--- config.mk ---
export PLATFORM = sky130hd
export DESIGN_NAME = shift_add_multiplier_n
export DESIGN_NICKNAME = d
export VERILOG_FILES = /design/src/rtl/mult_pkg.sv /design/src/rtl/addsub_nbit.sv /design/src/rtl/shift_add_multiplier_n.sv
export SDC_FILE = /design/constraint.sdc
export NUM_CORES = 1
export LEC_CHECK = 0
export ABC_CLOCK_PERIOD_IN_PS = 6800
export CORE_MARGIN = 4
export CORE_UTILIZATION = 55
export DETAILED_ROUTE_END_ITERATION = 8
export GPL_ROUTABILITY_DRIVEN = 0
export PLACE_DENSITY = 0.9
export RECOVER_POWER = 50
export SYNTH_ARGS = -nofsm -noshare
export SYNTH_HDL_FRONTEND = slang
export SYNTH_HIERARCHICAL = 1
export SYNTH_SLANG_ARGS = --single-unit
--- constraint.sdc ---
create_clock -name Clk -period 6.8 [get_ports Clk]
set_input_delay 0.68 -clock Clk [delete_from_list [all_inputs] [get_ports Clk]]
set_output_delay 0.68 -clock Clk [all_outputs]
set_load 0.1 [all_outputs]
--- src/rtl/mult_pkg.sv ---
// mult_pkg -- shared definitions for the shift/add multiplier.
//   state_t     : controller states (IDLE, RUN, HOLD)
//   SEG7_TABLE  : active-low seven-segment codes {g,f,e,d,c,b,a} for nibbles 0..F
//   cnt_width() : width of a step counter that must reach w-1
package mult_pkg;

  typedef enum logic [1:0] {
    IDLE = 2'd0,
    RUN  = 2'd1,
    HOLD = 2'd2
  } state_t;

  localparam logic [6:0] SEG7_TABLE [16] = '{
    7'h40, 7'h79, 7'h24, 7'h30, 7'h19, 7'h12, 7'h02, 7'h78,
    7'h00, 7'h10, 7'h08, 7'h03, 7'h46, 7'h21, 7'h06, 7'h0E
  };

  // At least one bit, even when the counter only needs to reach 1.
  function automatic int cnt_width(input int w);
    return (w <= 2) ? 1 : $clog2(w);
  endfunction

endpackage

--- src/rtl/addsub_nbit.sv ---
// addsub_nbit -- combinational ext(i_a) +/- ext(i_m) over WIDTH+1 bits.
//   i_a, i_m     : WIDTH-bit operands
//   i_signed_en  : 1 = sign-extend operands, 0 = zero-extend
//   i_sub_en     : 1 = subtract i_m, 0 = add i_m
//   o_sum        : WIDTH+1-bit result (never overflows for these extensions)
module addsub_nbit
  import mult_pkg::*;
#(
  parameter int WIDTH = 8
) (
  input  logic [WIDTH-1:0] i_a,
  input  logic [WIDTH-1:0] i_m,
  input  logic             i_signed_en,
  input  logic             i_sub_en,
  output logic [WIDTH:0]   o_sum
);

  logic [WIDTH:0] w_ext_a;
  logic [WIDTH:0] w_ext_m;

  assign w_ext_a = {i_signed_en & i_a[WIDTH-1], i_a};
  assign w_ext_m = {i_signed_en & i_m[WIDTH-1], i_m};
  assign o_sum   = i_sub_en ? (w_ext_a - w_ext_m) : (w_ext_a + w_ext_m);

endmodule

--- src/rtl/shift_add_multiplier_n.sv ---
// shift_add_multiplier_n -- sequential add/shift multiplier, one step per clock.
// The 2*WIDTH-bit product ends up in {Aval, Bval}; X is the sign bit in signed mode.
// Ports:
//   Clk, Reset    : clock, asynchronous active-high reset
//   Din           : operand switches (multiplier on ClearA_loadB, multiplicand on Execute)
//   ClearA_loadB  : in IDLE, clear A/X and load B from Din (wins over Execute)
//   Execute       : in IDLE, capture multiplicand and start a multiply
//   SignedMode    : 1 = two's-complement, 0 = unsigned; sampled at start
//   Aval, Bval, X : product registers
//   Busy          : high while stepping
//   Done          : one-cycle pulse once the product is valid
// Optional macro HEX_OUT_EN adds AhexN/BhexN active-low seven-segment decodes of
// Aval/Bval (digit 0 in bits [6:0]); WIDTH must then be a multiple of 4.
module shift_add_multiplier_n
  import mult_pkg::*;
#(
  parameter int WIDTH = 8
) (
  input  logic             Clk,
  input  logic             Reset,
  input  logic [WIDTH-1:0] Din,
  input  logic             ClearA_loadB,
  input  logic             Execute,
  input  logic             SignedMode,
  output logic [WIDTH-1:0] Aval,
  output logic [WIDTH-1:0] Bval,
  output logic             X,
  output logic             Busy,
  output logic             Done
`ifdef HEX_OUT_EN
  ,
  output logic [(WIDTH/4)*7-1:0] AhexN,
  output logic [(WIDTH/4)*7-1:0] BhexN
`endif
);

  localparam int CNT_W = cnt_width(WIDTH);
  localparam logic [CNT_W-1:0] CNT_LAST = CNT_W'(WIDTH - 1);
  localparam logic [CNT_W-1:0] CNT_ONE  = CNT_W'(1);

  if (WIDTH < 2) begin : g_bad_width
    $error("shift_add_multiplier_n: WIDTH must be >= 2");
  end

  state_t           r_state, r_state_next;
  logic [WIDTH-1:0] r_a, r_a_next;
  logic [WIDTH-1:0] r_b, r_b_next;
  logic [WIDTH-1:0] r_m, r_m_next;
  logic             r_x, r_x_next;
  logic [CNT_W-1:0] r_cnt, r_cnt_next;
  logic             r_signed, r_signed_next;
  logic             r_done, r_done_next;

  logic             w_last;
  logic [WIDTH:0]   w_sum;
  logic [WIDTH:0]   w_tmp;

  assign w_last = (r_cnt == CNT_LAST);

  // Signed mode subtracts on the final step: the multiplier's MSB carries weight -2^(WIDTH-1).
  addsub_nbit #(.WIDTH(WIDTH)) u_addsub (
    .i_a         (r_a),
    .i_m         (r_m),
    .i_signed_en (r_signed),
    .i_sub_en    (r_signed & w_last),
    .o_sum       (w_sum)
  );

  assign w_tmp = r_b[0] ? w_sum : {r_signed & r_a[WIDTH-1], r_a};

  always_ff @(posedge Clk or posedge Reset) begin
    if (Reset) begin
      r_state  <= IDLE;
      r_a      <= '0;
      r_b      <= '0;
      r_m      <= '0;
      r_x      <= 1'b0;
      r_cnt    <= '0;
      r_signed <= 1'b0;
      r_done   <= 1'b0;
    end else begin
      r_state  <= r_state_next;
      r_a      <= r_a_next;
      r_b      <= r_b_next;
      r_m      <= r_m_next;
      r_x      <= r_x_next;
      r_cnt    <= r_cnt_next;
      r_signed <= r_signed_next;
      r_done   <= r_done_next;
    end
  end

  always_comb begin
    r_state_next  = r_state;
    r_a_next      = r_a;
    r_b_next      = r_b;
    r_m_next      = r_m;
    r_x_next      = r_x;
    r_cnt_next    = r_cnt;
    r_signed_next = r_signed;
    r_done_next   = 1'b0;
    unique case (r_state)
      IDLE: begin
        if (ClearA_loadB) begin
          r_a_next = '0;
          r_x_next = 1'b0;
          r_b_next = Din;
        end else if (Execute) begin
          r_m_next      = Din;
          r_signed_next = SignedMode;
          r_a_next      = '0;
          r_x_next      = 1'b0;
          r_cnt_next    = '0;
          r_state_next  = RUN;
        end
      end
      RUN: begin
        r_a_next   = w_tmp[WIDTH:1];
        r_b_next   = {w_tmp[0], r_b[WIDTH-1:1]};
        r_x_next   = r_signed & w_tmp[WIDTH];
        r_cnt_next = r_cnt + CNT_ONE;
        if (w_last) begin
          r_done_next  = 1'b1;
          r_state_next = HOLD;
        end
      end
      HOLD: begin
        // Execute must drop before another multiply can start.
        if (!Execute) begin
          r_state_next = IDLE;
        end
      end
      default: begin
        r_state_next = IDLE;
      end
    endcase
  end

  assign Aval = r_a;
  assign Bval = r_b;
  assign X    = r_x;
  assign Busy = (r_state == RUN);
  assign Done = r_done;

`ifdef HEX_OUT_EN
  if (WIDTH % 4 != 0) begin : g_bad_hex_width
    $error("shift_add_multiplier_n: HEX_OUT_EN needs WIDTH divisible by 4");
  end

  for (genvar gi = 0; gi < WIDTH / 4; gi++) begin : g_hex
    assign AhexN[gi*7 +: 7] = SEG7_TABLE[r_a[gi*4 +: 4]];
    assign BhexN[gi*7 +: 7] = SEG7_TABLE[r_b[gi*4 +: 4]];
  end
`else
  // No display decode in this build.
`endif

endmodule

Yosys cells after proc, flatten, opt, wreduce, memory -nomap -nowiden
Cells that the tools add are included.
- bits in registers: 32
- bits of input ports: 13
- output and inout port bits: 19
- logic and storage cells: 52
- add/subtract/negate cells: 3
- equality and inequality tests: 9
- muxes and demuxes: 20
- bitwise logic cells: 5
- reductions and logical operators: 7
- operator list (cell ; count):
    $pmux 8 s2 ; 2
    $mux 8 ; 3
    $mux 9 ; 2
    $add 9x9->9 ; 1
    $sub 9x9->9 ; 1
    $mux 2 ; 4
    $ne 2x2->1 const B ; 4
    $mux 3 ; 2
    $pmux 2 s3 ; 1
    $pmux 3 s2 ; 1
    $reduce_and 3->1 ; 2
    $and 1x1->1 ; 4
    $mux 1 ; 4
    $reduce_and 2->1 ; 2
    $reduce_and 4->1 ; 1
    $add 3x1->3 const B ; 1
    $eq 3x3->1 const B ; 1
    $ne 3x3->1 const B ; 1
    $eq 2x1->1 const B ; 1
    $eq 2x2->1 const B ; 1
    $logic_not 2->1 ; 1
    $ne 2x1->1 const B ; 1
    $pmux 1 s2 ; 1
    $reduce_bool 2->1 ; 1
    $not 1->1 ; 1

Longest topological paths before layout
Gate-level depths: netlist of the first run.
- depth after elaboration: 6
- depth in mapped cells: 14
- gate-level depth less buffers: 13

Cells and area by module
Netlist of the first run, hierarchy kept.
- modules (own cells, without submodules) (module ; instances ; cells each ; area an instance (µm²) ; sequential area each (µm²)):
    shift_add_multiplier_n ; 1 ; 117 ; 1433.9 ; 800.8
    addsub_nbit ; 1 ; 73 ; 555.5 ; 0.0

Worst setup path after synthesis of the first run
Ideal clock, no wire load.
- kind: flip-flop to flip-flop
- start: register r_cnt[0]
- end: register r_a[7] (netlist: Aval[7])
- library setup time: 0.124 ns
- arrival time: 2.866 ns
- path slack: 3.810 ns
- stages on the path, launching flop included: 14
- path through: dfrtp_1 > ha_1 > ha_1 > and2_1 > clkbuf_1 > mux2_2 > fa_1 > nor2b_4 > o31a_1 > nand2b_4 > a31oi_4 > xnor2_1 > and3_1 > a211o_1
- word-level cells in the longest chain between the ends: 5
- ends and longest elaborated chain (what ; RTL line ; text):
    start, declared ; shift_add_multiplier_n.sv:50 ; logic [CNT_W-1:0] r_cnt, r_cnt_next;
    start signal, assigned ; shift_add_multiplier_n.sv:87 ; r_cnt <= r_cnt_next;
    $eq 3x3->1 ; shift_add_multiplier_n.sv:58 ; assign w_last = (r_cnt == CNT_LAST);
    $and 1x1->1 ; shift_add_multiplier_n.sv:65 ; .i_sub_en (r_signed & w_last),
    $mux 9 ; addsub_nbit.sv:23 ; assign o_sum = i_sub_en ? (w_ext_a - w_ext_m) : (w_ext_a + w_ext_m);
    named net w_sum[8] ; shift_add_multiplier_n.sv:55 ; logic [WIDTH:0] w_sum;
    $mux 9 ; shift_add_multiplier_n.sv:69 ; assign w_tmp = r_b[0] ? w_sum : {r_signed & r_a[WIDTH-1], r_a};
    $pmux 8 s2 ; shift_add_multiplier_n.sv:102 ; unique case (r_state)
    end signal, assigned ; shift_add_multiplier_n.sv:83 ; r_a <= r_a_next;
    end, declared ; shift_add_multiplier_n.sv:46 ; logic [WIDTH-1:0] r_a, r_a_next;
The timed path passes the listed nets, and every way through them passes these cells.
A chain may end at the register's enable or synchronous reset.

Worst setup path after layout of the first run
- start: register r_state[0]
- end: output port Busy
- word-level cells in the longest chain between the ends: 1
- ends and longest elaborated chain (what ; RTL line ; text):
    start, declared ; shift_add_multiplier_n.sv:45 ; state_t r_state, r_state_next;
    start signal, assigned ; shift_add_multiplier_n.sv:82 ; r_state <= r_state_next;
    $eq 2x1->1 ; shift_add_multiplier_n.sv:142 ; assign Busy = (r_state == RUN);
    end, declared ; shift_add_multiplier_n.sv:28 ; output logic Busy,
Every way passes these cells.

==> run summary, run 1 <==
I/O Buffers: 31
most frequent cells in the layout: dfrtp_1, clkdlybuf4s50_1, nand2_1, o21ai_0
DRT iter0 DRCs: 59
Adder-Cell Fraction of Synth Area: 0.07925
setup bufs post-CTS: 0
GR Layer Usage met2: 0.3694
WL final: 4.263 mm
Layout Area Growth over Synthesis: 18.05%
share of the synthesized area in the top cell type: 0.4025
Synth Area in XOR/XNOR: 0.04843
Worst Max-Slew Pin Slew: 2.271 ns
crit path buf inv count: 2
part of the Yosys area used for sequential elements: 0.4025
GR met3 Demand/Resource: 0.04598
length of the first detailed-routing pass in iterations: 4
RSZ-0062 raised after global routing: false
CTS tree: built
min-delay src: X
Avg Vias per Cell: 5.873
cts hold-fix bufs: 0
post-synthesis mux area share: 0.09686
final-report hold violation count: 0
Slowest cell on crit path: clkdlybuf4s50_1
final setup fails: 0
Critical Path End Type: output pin
synthesized instance count: 190
I/O Pins: 32
wire per inst: 15.91 um
Synth area leaders: dfrtp_1, ha_1, mux2_2, xnor2_1, mux2i_1
fmax: 0.2759 GHz
CTS Sinks: 32
async set or reset register ratio after synthesis: 1.000
ANT cells: 0
Seq cells post-synth: 32
synth warn: 6
Hold Path End: X
CP top delay family: buffers and inverters
Remaining Overflow, GRT: 0
R2R setup slack: 3.65 ns
CTS root buf: clkbuf_4
DPL Wire Length: 3.111 mm
via count: 1,574
Hold Crit Class: register to register
Crit Path Category: register to output pin
# fillers: 270
syn avg cell area: 10.47 um2
met1 GRT Util: 0.2578
Nets: 246
first-pass GRT wire length: 7.383 mm
worst path required time: 6.12 ns
Unique masters post-synth: 45
post-route setup TNS: 0 ns
vias in the first global route: 1,577
EDFF count, synth: 0
FF-to-FF path depth: 12
Clock Path Buffers: 2
fin cells: 268
max-slew violations: 47
combinational family with the most area after synthesis: compound AO/OA/AOI/OAI gates
core area: 3416 um2
WHS Path Cells: 1
DRC errors left: 0
total track usage: 0.2142
antenna viol nets, final: 0
simple-gate share of the synthesized area: 0.1428
Mapped Area: 1989 um2
Post-synth top flop: dfrtp_1
CTS resizes: 0
Num CTS Buffers: 5
worst skew pair latency: 0.34 ns
reg-to-reg startpoint: r_cnt[0]
gr busiest metal: met2
status: complete, but fails checks
CP max FO: 14
MaxCap Viol Count: 2
r2r endpoint: Aval[7]
largest net degree at the start of global routing: 33
Placed Cells incl. Taps: 260
Row Count: 21
final clock period utilization by the worst path: 0.5330
failing checks: capacitance limit, slew limit
critical path cell sequence: nand2b_1 > inv_1 > clkdlybuf4s50_1
post-layout min period: 3.624 ns
starting density of the core: 0.5824
slowest stage delay, CP: 1.18 ns
Synth area leader: dfrtp_1
most common cell after layout, fill and taps aside: dfrtp_1
Max-slew headroom: -0.5351
die width: 68.14 um
post-synth net total: 215
proportion of layout cells with a drive suffix above 1: 0.1081
worst clock skew: 0.01123 ns
clk slew on worst S/H paths: 0.10 ns
Worst Path Arrival: 2.94 ns
CP Launch Type: register
initial antenna violation count: 0
Die Y: 68.14 um
area fraction in compound gates after synthesis: 0.1830
die area: 4643 um2
H-Tree Depth: 2
-- state kept, by name, summed over array words and instances, names as in the netlist --
register  flops
r_m           8
X             1
r_signed      1
Bval          8
r_state       2
Aval          8
r_cnt         3
Done          1
-- synth_stat cells (3+ instances only) --
cell type  instances
a22oi_1            7
nor3_1             4
mux2i_1            8
ha_1              11
xnor2_1           10
nand3b_1           3
o21a_1             3
a21oi_1            9
nand2_1           14
o21ai_0           12
mux2_2            10
dfrtp_1           32
o2bb2ai_1          8
inv_1             10
nor2_1             7
nor2b_1            4
-- routing by layer --
layer / wire length, um / up-vias
li1: - / 738
met1: 1861 / 792
met2: 2145 / 35
met3: 170 / 9
met4: 86 / 0
met5: 0 / -
-- through the flow --
step	hold slack [ns]	setup slack (ns)	area, um2	utilization
final	0.4942	3.176	2349	0.6875
after global routing	0.5273	3.048	2349	0.6875
after CTS	0.5083	3.537	2375	0.6952
after detailed placement	0.4841	3.681	2312	0.6769
after global placement	0.4693	3.809	2312	0.6769
after floorplan	0.4663	3.810	1989	-
-- worst max path at each step --
stage	start	endpoint	slack, ns	cells past startpoint
after floorplan	r_cnt[0]	Aval[7]	3.81	13
after global placement	r_cnt[0]	Aval[7]	3.81	12
after detailed placement	r_cnt[0]	Aval[7]	3.68	12
after CTS	r_state[0]	Busy	3.54	3
after global routing	r_state[0]	Busy	3.05	3
final	r_state[0]	Busy	3.18	3
-- area by class of cell --
class	count	area (um2)	share of cell area
clock buffer	7	55.05	0.02344
clock inverter	1	7.507	0.003197
inverter	11	41.29	0.01758
multi-input combinational	139	1072	0.4566
sequential	32	800.8	0.3410
tap	46	57.56	0.02451
timing repair buffer	32	314.1	0.1337
-- logic make-up after synthesis --
group,count (synthesis)
adders and majority gates,12
buffers and inverters,19
AOI/OAI and AO/OA,52
muxes,18
xor gates and xnor gates,11
and+or+nand+nor,46
DFF,32
-- worst reg2reg max path: cells and delay by family (launching register included) --
| kind | cells | cell delay (ns) |
|---|---|---|
| DFF | 1 | 0.38 |
| adders and majority gates | 3 | 0.78 |
| and+or+nand+nor | 4 | 0.81 |
| muxes | 1 | 0.41 |
| AOI/OAI and AO/OA | 3 | 0.51 |
| xor gates and xnor gates | 1 | 0.15 |
Power of run 1 is not shown: default switching activity piles up to over one toggle a cycle in this logic, so the estimate is an artifact.
==> run 2: changes to the inputs <==
Settings changed: ABC_CLOCK_PERIOD_IN_PS 6800 to 3780, CORE_UTILIZATION 55 to 53, PLACE_DENSITY 0.9 to 0.87.
Clock period 6.8 ns to 3.78 ns, I/O delays scaled along.
==> run 2 against run 1 <==
  * The run still ends with capacitance limit, slew limit left
  * First-iteration DRC count increased by 47%
  * Hold slack worse by 0.0014 ns
  * Utilization rose by 0.37 points
  * Via count down 4.3%
  * Die area increased by 3.3%
  * Register-to-register slack got worse by 3.0 ns
  * Clock-buffer cell count is the same
  * Sequential share of layout area shrank 0.69 points
  * Clock skew shrank 0.0043 ns
==> run summary, run 2 (synthesis gave the netlist of run 1 again) <==
final setup fails: 0
I/O Pins: 32
post-layout min period: 3.267 ns
H-Tree Depth: 2
die width: 69.27 um
WL final: 4.115 mm
RSZ-0062 raised after global routing: false
Layout Area Growth over Synthesis: 20.50%
Nets: 246
ANT cells: 0
Row Count: 21
core area: 3468 um2
reg-to-reg startpoint: r_cnt[0]
via count: 1,506
min-delay src: X
DRC errors left: 0
I/O Buffers: 31
failing checks: capacitance limit, slew limit
CTS Sinks: 32
Die Y: 69.27 um
Worst Max-Slew Pin Slew: 1.721 ns
length of the first detailed-routing pass in iterations: 4
cts hold-fix bufs: 0
fmax: 0.3061 GHz
DRT iter0 DRCs: 87
DPL Wire Length: 2.961 mm
max-slew violations: 33
most common cell after layout, fill and taps aside: dfrtp_1
CTS resizes: 0
MaxCap Viol Count: 1
proportion of layout cells with a drive suffix above 1: 0.1131
largest net degree at the start of global routing: 33
Crit Path Category: register to output pin
total track usage: 0.1905
status: complete, but fails checks
Hold Crit Class: register to register
Clock Path Buffers: 2
Avg Vias per Cell: 5.640
CTS root buf: clkbuf_8
die area: 4798 um2
vias in the first global route: 1,521
# fillers: 287
final-report hold violation count: 0
Remaining Overflow, GRT: 0
initial antenna violation count: 0
Crit. Startpoint: r_state[0]
worst skew pair latency: 0.29 ns
clk slew on worst S/H paths: 0.06 ns
worst clock skew: 0.006963 ns
Max-slew headroom: -0.1476
Critical Path End Type: output pin
Worst Path Arrival: 2.89 ns
worst path required time: 3.40 ns
CTS tree: built
Num CTS Buffers: 5
most frequent cells in the layout: dfrtp_1, clkdlybuf4s50_1, nand2_1, o21ai_0
post-route setup TNS: 0 ns
CP max FO: 14
CP Launch Type: register
setup bufs post-CTS: 0
starting density of the core: 0.5736
first-pass GRT wire length: 7.424 mm
wire per inst: 15.41 um
antenna viol nets, final: 0
final clock period utilization by the worst path: 0.8644
## run 2: changes by cell type in the layout (fill, tap and decap cells not counted), sizes merged
cell	before	now
clkinvlp	1	0
## run 2: metrics by stage
stage / utilization / cell area [um2] / hold slack, ns / worst slack [ns] / std cells
after floorplan: - / 1989 / 0.4663 / 0.7905 / 190
after global placement: 0.6667 / 2312 / 0.4730 / 0.7870 / 260
after detailed placement: 0.6667 / 2312 / 0.4841 / 0.6907 / 260
after CTS: 0.6944 / 2409 / 0.4906 / 0.6635 / 267
after global routing: 0.6912 / 2397 / 0.5346 / 0.3197 / 267
final: 0.6912 / 2397 / 0.4927 / 0.5126 / 267
## run 2: worst max-delay path: stages, from the launching register on
cell and delay (ns):
dfrtp_1 0.64, nand2b_1 0.46, inv_1 0.32, clkdlybuf4s50_1 1.18
## run 2: cell type report
| cell class | instances | area, um2 | area share |
|---|---|---|---|
| sequential | 32 | 800.8 | 0.3340 |
| clock buffer | 7 | 96.34 | 0.04019 |
| tap | 46 | 57.56 | 0.02401 |
| timing repair buffer | 32 | 314.1 | 0.1310 |
| inverter | 11 | 41.29 | 0.01722 |
| multi-input combinational | 139 | 1087 | 0.4535 |
## run 2: final timing paths
kind,end,slack [ns],cells past startpoint
hold reg to reg,X,0.49,1
hold / removal,X,0.49,1
min in group asynchronous,r_m[0],1.13,3
setup reg to reg,Aval[7],0.67,12
setup / recovery,Busy,0.51,3
max in group asynchronous,Bval[1],1.65,3
## run 2: layer usage
metal	routed length [um]	global-route usage
met4	53	0.06508
met2	2051	0.2924
met3	203	0.06522
met1	1806	0.2500
met5	0	0
Power of run 2 is left out for the same reason.
==> run 3: changes to the inputs <==
Settings changed: CTS_BUF_LIST set to sky130_fd_sc_hd__clkbuf_16.
==> run 3 against run 2 <==
  * The run still ends with capacitance limit, slew limit left
  * Sequential cell count stayed put
  * Global-route usage is 0.16 points lower
  * Register-to-register slack hardly changed
  * Die area stayed put
  * Hold slack worse by 0.0030 ns
  * Setup slack better by 0.055 ns
  * Via count is 2.4% higher
  * Utilization is 1.0 points higher
  * Critical path depth stayed put
  * Clock-buffer cell count is 2 lower
  * Critical path type unchanged
  * Largest cell class unchanged
  * Highest routed layer unchanged
==> run summary, run 3 (synthesis gave the netlist of run 1 again) <==
most common cell after layout, fill and taps aside: dfrtp_1
Layout Area Growth over Synthesis: 22.33%
length of the first detailed-routing pass in iterations: 4
CTS root buf: clkbuf_16
Row Count: 21
GR Layer Usage met2: 0.2913
Remaining Overflow, GRT: 0
setup bufs post-CTS: 0
final-report hold violation count: 0
core area: 3468 um2
clk slew on worst S/H paths: 0.05 ns
Die Y: 69.27 um
total track usage: 0.1889
fmax: 0.3113 GHz
CTS Sinks: 32
die width: 69.27 um
ANT cells: 0
Worst Path Arrival: 2.83 ns
final setup fails: 0
worst skew pair latency: 0.27 ns
first-pass GRT wire length: 7.417 mm
Crit Path Category: register to output pin
Nets: 246
most frequent cells in the layout: dfrtp_1, clkdlybuf4s50_1, nand2_1, o21ai_0
CTS tree: built
via count: 1,542
initial antenna violation count: 0
Worst Max-Slew Pin Slew: 1.732 ns
final clock period utilization by the worst path: 0.8498
die area: 4798 um2
CP Launch Type: register
H-Tree Depth: 2
RSZ-0062 raised after global routing: false
starting density of the core: 0.5736
WL final: 4.147 mm
GR met3 Demand/Resource: 0.04203
met1 GRT Util: 0.2486
MaxCap Viol Count: 1
Avg Vias per Cell: 5.775
Max-slew headroom: -0.1545
Clock Path Buffers: 2
worst clock skew: 0.004863 ns
min-delay src: X
cts hold-fix bufs: 0
gr busiest metal: met2
status: complete, but fails checks
vias in the first global route: 1,567
wire per inst: 15.53 um
I/O Buffers: 31
Hold Crit Class: register to register
post-route setup TNS: 0 ns
Num CTS Buffers: 5
proportion of layout cells with a drive suffix above 1: 0.1041
failing checks: capacitance limit, slew limit
Critical Path End Type: output pin
max-slew violations: 33
CP max FO: 14
I/O Pins: 32
reg-to-reg startpoint: r_cnt[0]
post-layout min period: 3.212 ns
DPL Wire Length: 2.961 mm
Crit. Startpoint: r_state[0]
antenna viol nets, final: 0
largest net degree at the start of global routing: 33
CTS resizes: 0
DRT iter0 DRCs: 103
worst path required time: 3.40 ns
DRC errors left: 0
# fillers: 277
[run 3: cell count changes in the layout (fill, tap and decap cells not counted), sizes merged]
cell    previous run  this run
clkbuf             8         6
clkinv             0         2
[run 3: stage by stage]
step	hold slack [ns]	std cells	utilization	setup slack (ns)	instance area, um2
final	0.4898	267	0.7017	0.5676	2434
after floorplan	0.4663	190	-	0.7905	1989
after detailed placement	0.4841	260	0.6667	0.6907	2312
after global routing	0.5295	267	0.7017	0.3503	2434
after global placement	0.4730	260	0.6667	0.7870	2312
after CTS	0.4996	267	0.7049	0.6642	2445
[run 3: critical path: stages, from the launching register on]
cell and delay [ns]:
dfrtp_1 0.63, nand2b_1 0.44, inv_1 0.31, clkdlybuf4s50_1 1.18
[run 3: final cells by class]
type                            instances  area, um2  share of cell area
Clock buffer                            5      125.1             0.05141
Clock inverter                          2      7.507            0.003085
Inverter                               11      41.29             0.01697
Multi-Input combinational cell        139       1087              0.4468
Sequential cell                        32      800.8              0.3290
Tap cell                               46      57.56             0.02365
Timing Repair Buffer                   32      314.1              0.1290
[run 3: worst paths after layout]
path,end,slack (ns),depth (start not counted)
setup / recovery,Busy,0.57,3
hold / removal,X,0.49,1
setup reg to reg,Aval[7],0.66,12
hold reg to reg,X,0.49,1
max in group asynchronous,X,1.62,3
min in group asynchronous,r_state[0],1.16,3
[run 3: metal layers]
layer,part of all wire,up-vias
li1,-,739
met1,0.44,751
met2,0.49,41
met3,0.052,11
met4,0.021,0
met5,0,-
Power of run 3 is left out for the same reason.
